<file path="config.mk">
export PLATFORM = sky130hd
export DESIGN_NAME = matrix_op_dispatcher
export DESIGN_NICKNAME = d
export VERILOG_FILES = /design/src/rtl/matrix_op_defs_pkg.sv /design/src/rtl/matrix_op_port_mux.sv /design/src/rtl/matrix_op_dispatcher.sv
export SDC_FILE = /design/constraint.sdc
export NUM_CORES = 1
export LEC_CHECK = 0
export BUFFER_PORTS_ARGS = -buffer_cell sky130_fd_sc_hd__buf_2
export CAP_MARGIN = 20
export CORE_AREA = 4 4 244 246
export DETAILED_ROUTE_END_ITERATION = 8
export DIE_AREA = 0 0 248 250
export PLACE_DENSITY = 0.38
export SYNTH_ARGS = -nofsm -noshare
export SYNTH_HDL_FRONTEND = slang
export SYNTH_SLANG_ARGS = --single-unit
</file>
<file path="constraint.sdc">
create_clock -name clk -period 2.3 [get_ports clk]
set_clock_uncertainty 0.05 [all_clocks]
set_input_delay 0.46 -clock clk [delete_from_list [all_inputs] [get_ports clk]]
set_output_delay 0.46 -clock clk [all_outputs]
set_load 0.02 [all_outputs]
</file>
<file path="src/rtl/matrix_op_defs_pkg.sv">
// rtl/matrix_op_defs_pkg.sv - shared matrix operation types, widths and defaults
package matrix_op_defs_pkg;

  localparam int MATRIX_ADDR_WIDTH         = 12;
  localparam int MATRIX_DATA_WIDTH         = 16;
  localparam int MATRIX_OP_TIMEOUT_DEFAULT = 65536;

  typedef enum logic [2:0] {
    MATRIX_OP_STATUS_SUCCESS     = 3'd0,
    MATRIX_OP_STATUS_ERR_DIM     = 3'd1,
    MATRIX_OP_STATUS_ERR_OP      = 3'd2,
    MATRIX_OP_STATUS_ERR_TIMEOUT = 3'd3
  } matrix_op_status_e;

  typedef enum logic [1:0] {
    MATRIX_OP_SEL_ADD       = 2'd0,
    MATRIX_OP_SEL_MUL       = 2'd1,
    MATRIX_OP_SEL_TRANSPOSE = 2'd2,
    MATRIX_OP_SEL_SCALAR    = 2'd3
  } matrix_op_sel_e;

endpackage

</file>
<file path="src/rtl/matrix_op_port_mux.sv">
// rtl/matrix_op_port_mux.sv - routes the selected unit onto the shared BRAM read port and writer
module matrix_op_port_mux
  import matrix_op_defs_pkg::*;
#(
  parameter int NUM_OPS = 4
) (
  input  logic                         grant,
  input  logic [2:0]                   sel,
  input  logic [NUM_OPS-1:0]           op_busy,
  input  matrix_op_status_e            op_status [NUM_OPS],
  input  logic [MATRIX_ADDR_WIDTH-1:0] op_read_addr [NUM_OPS],
  input  logic [NUM_OPS-1:0]           op_write_request,
  input  logic [NUM_OPS-1:0]           op_data_valid,
  input  logic [2:0]                   op_matrix_id [NUM_OPS],
  input  logic [7:0]                   op_actual_rows [NUM_OPS],
  input  logic [7:0]                   op_actual_cols [NUM_OPS],
  input  logic [7:0][7:0]              op_matrix_name [NUM_OPS],
  input  logic [MATRIX_DATA_WIDTH-1:0] op_data_in [NUM_OPS],
  input  logic                         write_ready,
  input  logic                         writer_ready,
  input  logic                         write_done,
  output logic                         sel_busy,
  output matrix_op_status_e            sel_status,
  output logic [MATRIX_ADDR_WIDTH-1:0] read_addr,
  output logic                         write_request,
  output logic [2:0]                   matrix_id,
  output logic [7:0]                   actual_rows,
  output logic [7:0]                   actual_cols,
  output logic [7:0][7:0]              matrix_name,
  output logic [MATRIX_DATA_WIDTH-1:0] data_in,
  output logic                         data_valid,
  output logic [NUM_OPS-1:0]           op_write_ready,
  output logic [NUM_OPS-1:0]           op_writer_ready,
  output logic [NUM_OPS-1:0]           op_write_done
);

  // Loop compare keeps an out-of-range sel (invalid opcode) from indexing past the unit arrays
  always_comb begin
    sel_busy        = 1'b0;
    sel_status      = MATRIX_OP_STATUS_SUCCESS;
    read_addr       = '0;
    write_request   = 1'b0;
    matrix_id       = '0;
    actual_rows     = '0;
    actual_cols     = '0;
    matrix_name     = '0;
    data_in         = '0;
    data_valid      = 1'b0;
    op_write_ready  = '0;
    op_writer_ready = '0;
    op_write_done   = '0;
    for (int i = 0; i < NUM_OPS; i++) begin
      if (sel == 3'(i)) begin
        sel_busy   = op_busy[i];
        sel_status = op_status[i];
        if (grant) begin
          read_addr          = op_read_addr[i];
          write_request      = op_write_request[i];
          matrix_id          = op_matrix_id[i];
          actual_rows        = op_actual_rows[i];
          actual_cols        = op_actual_cols[i];
          matrix_name        = op_matrix_name[i];
          data_in            = op_data_in[i];
          data_valid         = op_data_valid[i];
          op_write_ready[i]  = write_ready;
          op_writer_ready[i] = writer_ready;
          op_write_done[i]   = write_done;
        end
      end
    end
  end

endmodule

</file>
<file path="src/rtl/matrix_op_dispatcher.sv">
// rtl/matrix_op_dispatcher.sv - launches one matrix op unit per command and grants it the shared ports
module matrix_op_dispatcher
  import matrix_op_defs_pkg::*;
#(
  parameter int NUM_OPS        = 4,
  parameter int TIMEOUT_CYCLES = MATRIX_OP_TIMEOUT_DEFAULT
) (
  input  logic                         clk,
  input  logic                         rst_n,
  input  logic                         cmd_valid,
  output logic                         cmd_ready,
  input  logic [2:0]                   cmd_op,
  input  logic [2:0]                   cmd_a_id,
  input  logic [2:0]                   cmd_b_id,
  output logic                         busy,
  output logic                         done,
  output matrix_op_status_e            result_status,
  output logic [2:0]                   result_op,
  output logic [NUM_OPS-1:0]           op_start,
  output logic [2:0]                   op_a_id,
  output logic [2:0]                   op_b_id,
  input  logic [NUM_OPS-1:0]           op_busy,
  input  matrix_op_status_e            op_status [NUM_OPS],
  input  logic [MATRIX_ADDR_WIDTH-1:0] op_read_addr [NUM_OPS],
  output logic [MATRIX_ADDR_WIDTH-1:0] read_addr,
  input  logic [NUM_OPS-1:0]           op_write_request,
  input  logic [NUM_OPS-1:0]           op_data_valid,
  input  logic [2:0]                   op_matrix_id [NUM_OPS],
  input  logic [7:0]                   op_actual_rows [NUM_OPS],
  input  logic [7:0]                   op_actual_cols [NUM_OPS],
  input  logic [7:0][7:0]              op_matrix_name [NUM_OPS],
  input  logic [MATRIX_DATA_WIDTH-1:0] op_data_in [NUM_OPS],
  output logic                         write_request,
  output logic [2:0]                   matrix_id,
  output logic [7:0]                   actual_rows,
  output logic [7:0]                   actual_cols,
  output logic [7:0][7:0]              matrix_name,
  output logic [MATRIX_DATA_WIDTH-1:0] data_in,
  output logic                         data_valid,
  input  logic                         write_ready,
  input  logic                         writer_ready,
  input  logic                         write_done,
  output logic [NUM_OPS-1:0]           op_write_ready,
  output logic [NUM_OPS-1:0]           op_writer_ready,
  output logic [NUM_OPS-1:0]           op_write_done
);

  typedef enum logic [2:0] {
    S_IDLE,
    S_LAUNCH,
    S_WAIT_BUSY,
    S_WAIT_DONE,
    S_REPORT
  } state_e;

  localparam int                 CNT_W    = (TIMEOUT_CYCLES > 2) ? $clog2(TIMEOUT_CYCLES) : 1;
  localparam logic [CNT_W-1:0]   CNT_LAST = CNT_W'(TIMEOUT_CYCLES - 1);
  localparam logic [NUM_OPS-1:0] ONE_HOT0 = NUM_OPS'(1);

  state_e            state;
  logic [2:0]        sel;
  logic [CNT_W-1:0]  tcnt;
  logic              grant;
  logic              sel_busy;
  matrix_op_status_e sel_status;

  assign cmd_ready = (state == S_IDLE);
  assign busy      = (state != S_IDLE);
  assign grant     = (state == S_LAUNCH) || (state == S_WAIT_BUSY) || (state == S_WAIT_DONE);

  // Command sequencing; op_start and done are registered so they line up with LAUNCH and REPORT
  always_ff @(posedge clk or negedge rst_n) begin
    if (!rst_n) begin
      state         <= S_IDLE;
      sel           <= '0;
      op_a_id       <= '0;
      op_b_id       <= '0;
      tcnt          <= '0;
      op_start      <= '0;
      done          <= 1'b0;
      result_status <= MATRIX_OP_STATUS_SUCCESS;
      result_op     <= '0;
    end else begin
      op_start <= '0;
      done     <= 1'b0;
      case (state)
        S_IDLE: begin
          if (cmd_valid) begin
            sel     <= cmd_op;
            op_a_id <= cmd_a_id;
            op_b_id <= cmd_b_id;
            if (int'(cmd_op) >= NUM_OPS) begin
              result_status <= MATRIX_OP_STATUS_ERR_OP;
              result_op     <= cmd_op;
              done          <= 1'b1;
              state         <= S_REPORT;
            end else begin
              op_start <= ONE_HOT0 << cmd_op;
              state    <= S_LAUNCH;
            end
          end
        end
        S_LAUNCH: begin
          tcnt  <= '0;
          state <= S_WAIT_BUSY;
        end
        S_WAIT_BUSY: begin
          tcnt <= tcnt + 1'b1;
          if (tcnt == CNT_LAST) begin
            result_status <= MATRIX_OP_STATUS_ERR_TIMEOUT;
            result_op     <= sel;
            done          <= 1'b1;
            state         <= S_REPORT;
          end else if (sel_busy) begin
            state <= S_WAIT_DONE;
          end
        end
        S_WAIT_DONE: begin
          tcnt <= tcnt + 1'b1;
          // Completion is checked first so it wins over a coincident timeout
          if (!sel_busy) begin
            result_status <= sel_status;
            result_op     <= sel;
            done          <= 1'b1;
            state         <= S_REPORT;
          end else if (tcnt == CNT_LAST) begin
            result_status <= MATRIX_OP_STATUS_ERR_TIMEOUT;
            result_op     <= sel;
            done          <= 1'b1;
            state         <= S_REPORT;
          end
        end
        S_REPORT: state <= S_IDLE;
        default:  state <= S_IDLE;
      endcase
    end
  end

  matrix_op_port_mux #(
    .NUM_OPS(NUM_OPS)
  ) u_port_mux (
    .grant           (grant),
    .sel             (sel),
    .op_busy         (op_busy),
    .op_status       (op_status),
    .op_read_addr    (op_read_addr),
    .op_write_request(op_write_request),
    .op_data_valid   (op_data_valid),
    .op_matrix_id    (op_matrix_id),
    .op_actual_rows  (op_actual_rows),
    .op_actual_cols  (op_actual_cols),
    .op_matrix_name  (op_matrix_name),
    .op_data_in      (op_data_in),
    .write_ready     (write_ready),
    .writer_ready    (writer_ready),
    .write_done      (write_done),
    .sel_busy        (sel_busy),
    .sel_status      (sel_status),
    .read_addr       (read_addr),
    .write_request   (write_request),
    .matrix_id       (matrix_id),
    .actual_rows     (actual_rows),
    .actual_cols     (actual_cols),
    .matrix_name     (matrix_name),
    .data_in         (data_in),
    .data_valid      (data_valid),
    .op_write_ready  (op_write_ready),
    .op_writer_ready (op_writer_ready),
    .op_write_done   (op_write_done)
  );

endmodule

</file>
==> impl_metrics.yaml <==
finish:
  final_cell_area_mm2: 0.0110
  final_util: 0.192
  n_fill_cell: 6423
  drive_above_1_share: 0.791
  nNetsFinal: 1624
  final_cell_mix: "buf_2, mux4_2, and3_1"
  areaGrowthSynthToFinish_pct: 103
  final_common_cell: "buf_2"
yosys:
  syn-cell-area_mm2: 0.00544
  synth_nets: 965
  synth_edf_count: 0
  synth-main-ff-cell: "dfrtp_1"
  synth.distinct_cells: 40
  syn_avg_cell_area_um2: 11.3
  synth_top_cell_by_area: "mux4_2"
  ys_seq_area_frac: 0.179
  synth_area_leaders: "mux4_2, dfrtp_1, and3_1"
  ys_seq_elements: 39
  synth_top_area_share: 0.484
  ys.warnings.count: 0
  synthArstFlopShare: 1.00
  synth_cells: 481
timing:
  setup_viol: 116
  post-route-min-period_ps: 2560
  slew_headroom: 0.723
  worstMarginPinSlew_ps: 412
  fmax_mhz: 390
  fin_ws_ps: -262
  rsz0062_at_grt: "yes"
  timing.final.crit_share: 1.11
  final-hold-violation-count: 0
  drv_slew: 0
  fin_setup_tns_ps: -18610
place:
  numPortBuffers: 626
  post-place-ws_ps: 22.0
  gp_congestion: 0.944
  hpwl_um: 36300
  place_area_mm2: 0.00995
floorplanning:
  die_area_mm2: 0.0620
  dieHeight_um: 250
  ioPinCount: 627
  start_util: 0.0948
  core-area_mm2: 0.0574
  rows: 88
  die_x_um: 248
setup_path:
  cpMaxStageDelayCell: "mux4_2"
  worstPathMaxFanout: 18
  critPathTopFamily: "multiplexers"
  path_class: "register to primary output"
  slowest_delay_ps: 540
  crit_arrival_ps: 2050
  cp.buffers_inverters: 3
  start_kind: "register"
  cp_cell_sequence: "buf_12, buf_4, mux4_2, and3_1, buf_2"
  end_kind: "primary output"
  cp.required_ps: 1790
drt:
  drc: 0
  drt_wl_total_um: 42900
  via_per_inst: 3.98
  wire_per_inst_um: 22.5
  dr.pass1.iters: 5
  ant_nets: 0
  drt_iter0_markers: 310
  vias: 7602
global_route:
  grt_pass1_vias: 8063
  met1_usage: 0.159
  grt_first_pass_wirelength_um: 57800
  antenna_found_initial: 34
  grt_max_degree: 72
  grt-busiest-layer: "met2"
  globalRouteMet2Util: 0.227
  met3_usage: 0.0360
  grt_overflow: 0
  track_usage: 0.127
clock_network:
  clk_pin_slew_worst_paths_ps: 60
  cts_root_buf: "clkbuf_16"
  cts_buffers: 5
  clk-insertion-delay-late_ps: 290
  clock_path_buffers: 2
  h-tree-depth: 2
  cts_tree: "built"
  hold_buffers: 0
  cts.sinks: 39
job:
  maxCapViolations: 0
min_path:
  hold_path_class: "primary input to async pin"
status:
  violations: "negative setup slack"
  outcome: "finished, violations left"
power_and_ir_drop:
  ir_worst_vdd_mv: 0.224
  p_per_area_mw_per_mm2: 194
  p_leak_uw: 0.00556
==> flip-flops by register name, indices dropped and copies added, names as in the netlist <==
| name | count |
|---|---|
| result_status | 3 |
| done | 1 |
| state | 3 |
| op_b_id | 3 |
| sel | 3 |
| op_a_id | 3 |
| result_op | 3 |
| op_start | 4 |
| tcnt | 16 |
==> synthesized netlist by cell type (2+ instances only) <==
library cell / number
a21oi_1: 4
a31oi_1: 3
and2_1: 4
and3_1: 115
buf_2: 18
clkbuf_1: 40
dfrtp_1: 39
inv_1: 4
mux2_2: 9
mux2i_1: 2
mux4_2: 117
nand2_1: 28
nand2b_1: 2
nand3_1: 14
nand4_1: 4
nor2_1: 18
nor2b_1: 2
nor3_1: 12
nor4_1: 2
o211ai_1: 4
o21ai_0: 17
o31ai_1: 4
or2_2: 2
==> per-stage QoR <==
step / instances / hold WS [ps] / total power [uW]
after global routing: 1908 / 52.3 / 2250
after floorplan: 481 / 114 / 887
after global placement: 1877 / 347 / 1380
after CTS: 1898 / 40.1 / 2180
after detailed placement: 1877 / 345 / 1400
final: 1911 / 34.0 / 2140
==> final timing paths <==
check | start | end | slack, ps | cells past startpoint
worst max-delay path | sel[0] | matrix_name[39] | -260 | 5
worst min-delay path | rst_n | op_start[0] | 30 | 1
worst max register to register | sel[0] | result_status[2] | 110 | 7
worst min register to register | tcnt[15] | tcnt[15] | 440 | 1
max in group asynchronous | rst_n | state[2] | 1680 | 2
min in group clk | cmd_b_id[1] | op_b_id[1] | 350 | 2
==> kinds of logic (layout without fill, tap and decap cells) <==
group	count (synthesis)	in the layout	synth area share
multiplexers	128	128	0.507
XOR/XNOR	1	1	0.00161
buffers and inverters	63	723	0.0476
AND/OR/NAND/NOR	208	208	0.215
flip-flops	39	39	0.179
AO/OA/AOI/OAI	41	41	0.0476
other	0	5	0
adder cells (fa/ha/maj)	1	1	0.00230
==> cell type report <==
type	instances	area, um2	share of cell area
multi-input cells	379	4470	0.406
repair buffers	711	4420	0.401
flip-flops and latches	39	985	0.0893
well taps	765	957	0.0868
clock buffers	7	153	0.0138
inverters	4	20.0	0.00182
diodes	5	12.5	0.00113
clock inverters	1	7.51	0.000681
==> repair_timing <==
item,CTS,global route
gates cloned,2,3
gates resized for setup,58,106
pin swaps,4,4
endpoints found under the setup margin,121,129
buffers inserted,12,7
==> power breakdown <==
| group | total [uW] | switching, uW | internal [uW] |
|---|---|---|---|
| clock | 755 | 293 | 462 |
| sequential | 689 | 1.08 | 688 |
| combinational | 693 | 237 | 456 |
| total | 2140 | 532 | 1610 |
==> metal layers <==
layer  part of all wire  vias to the layer above
met4             0.0091                       16
met2               0.50                      444
met1               0.40                     3769
li1                   -                     3318
met5             0.0021                        -
met3              0.091                       55
No activity file was read; power rests on OpenSTA's default activity.
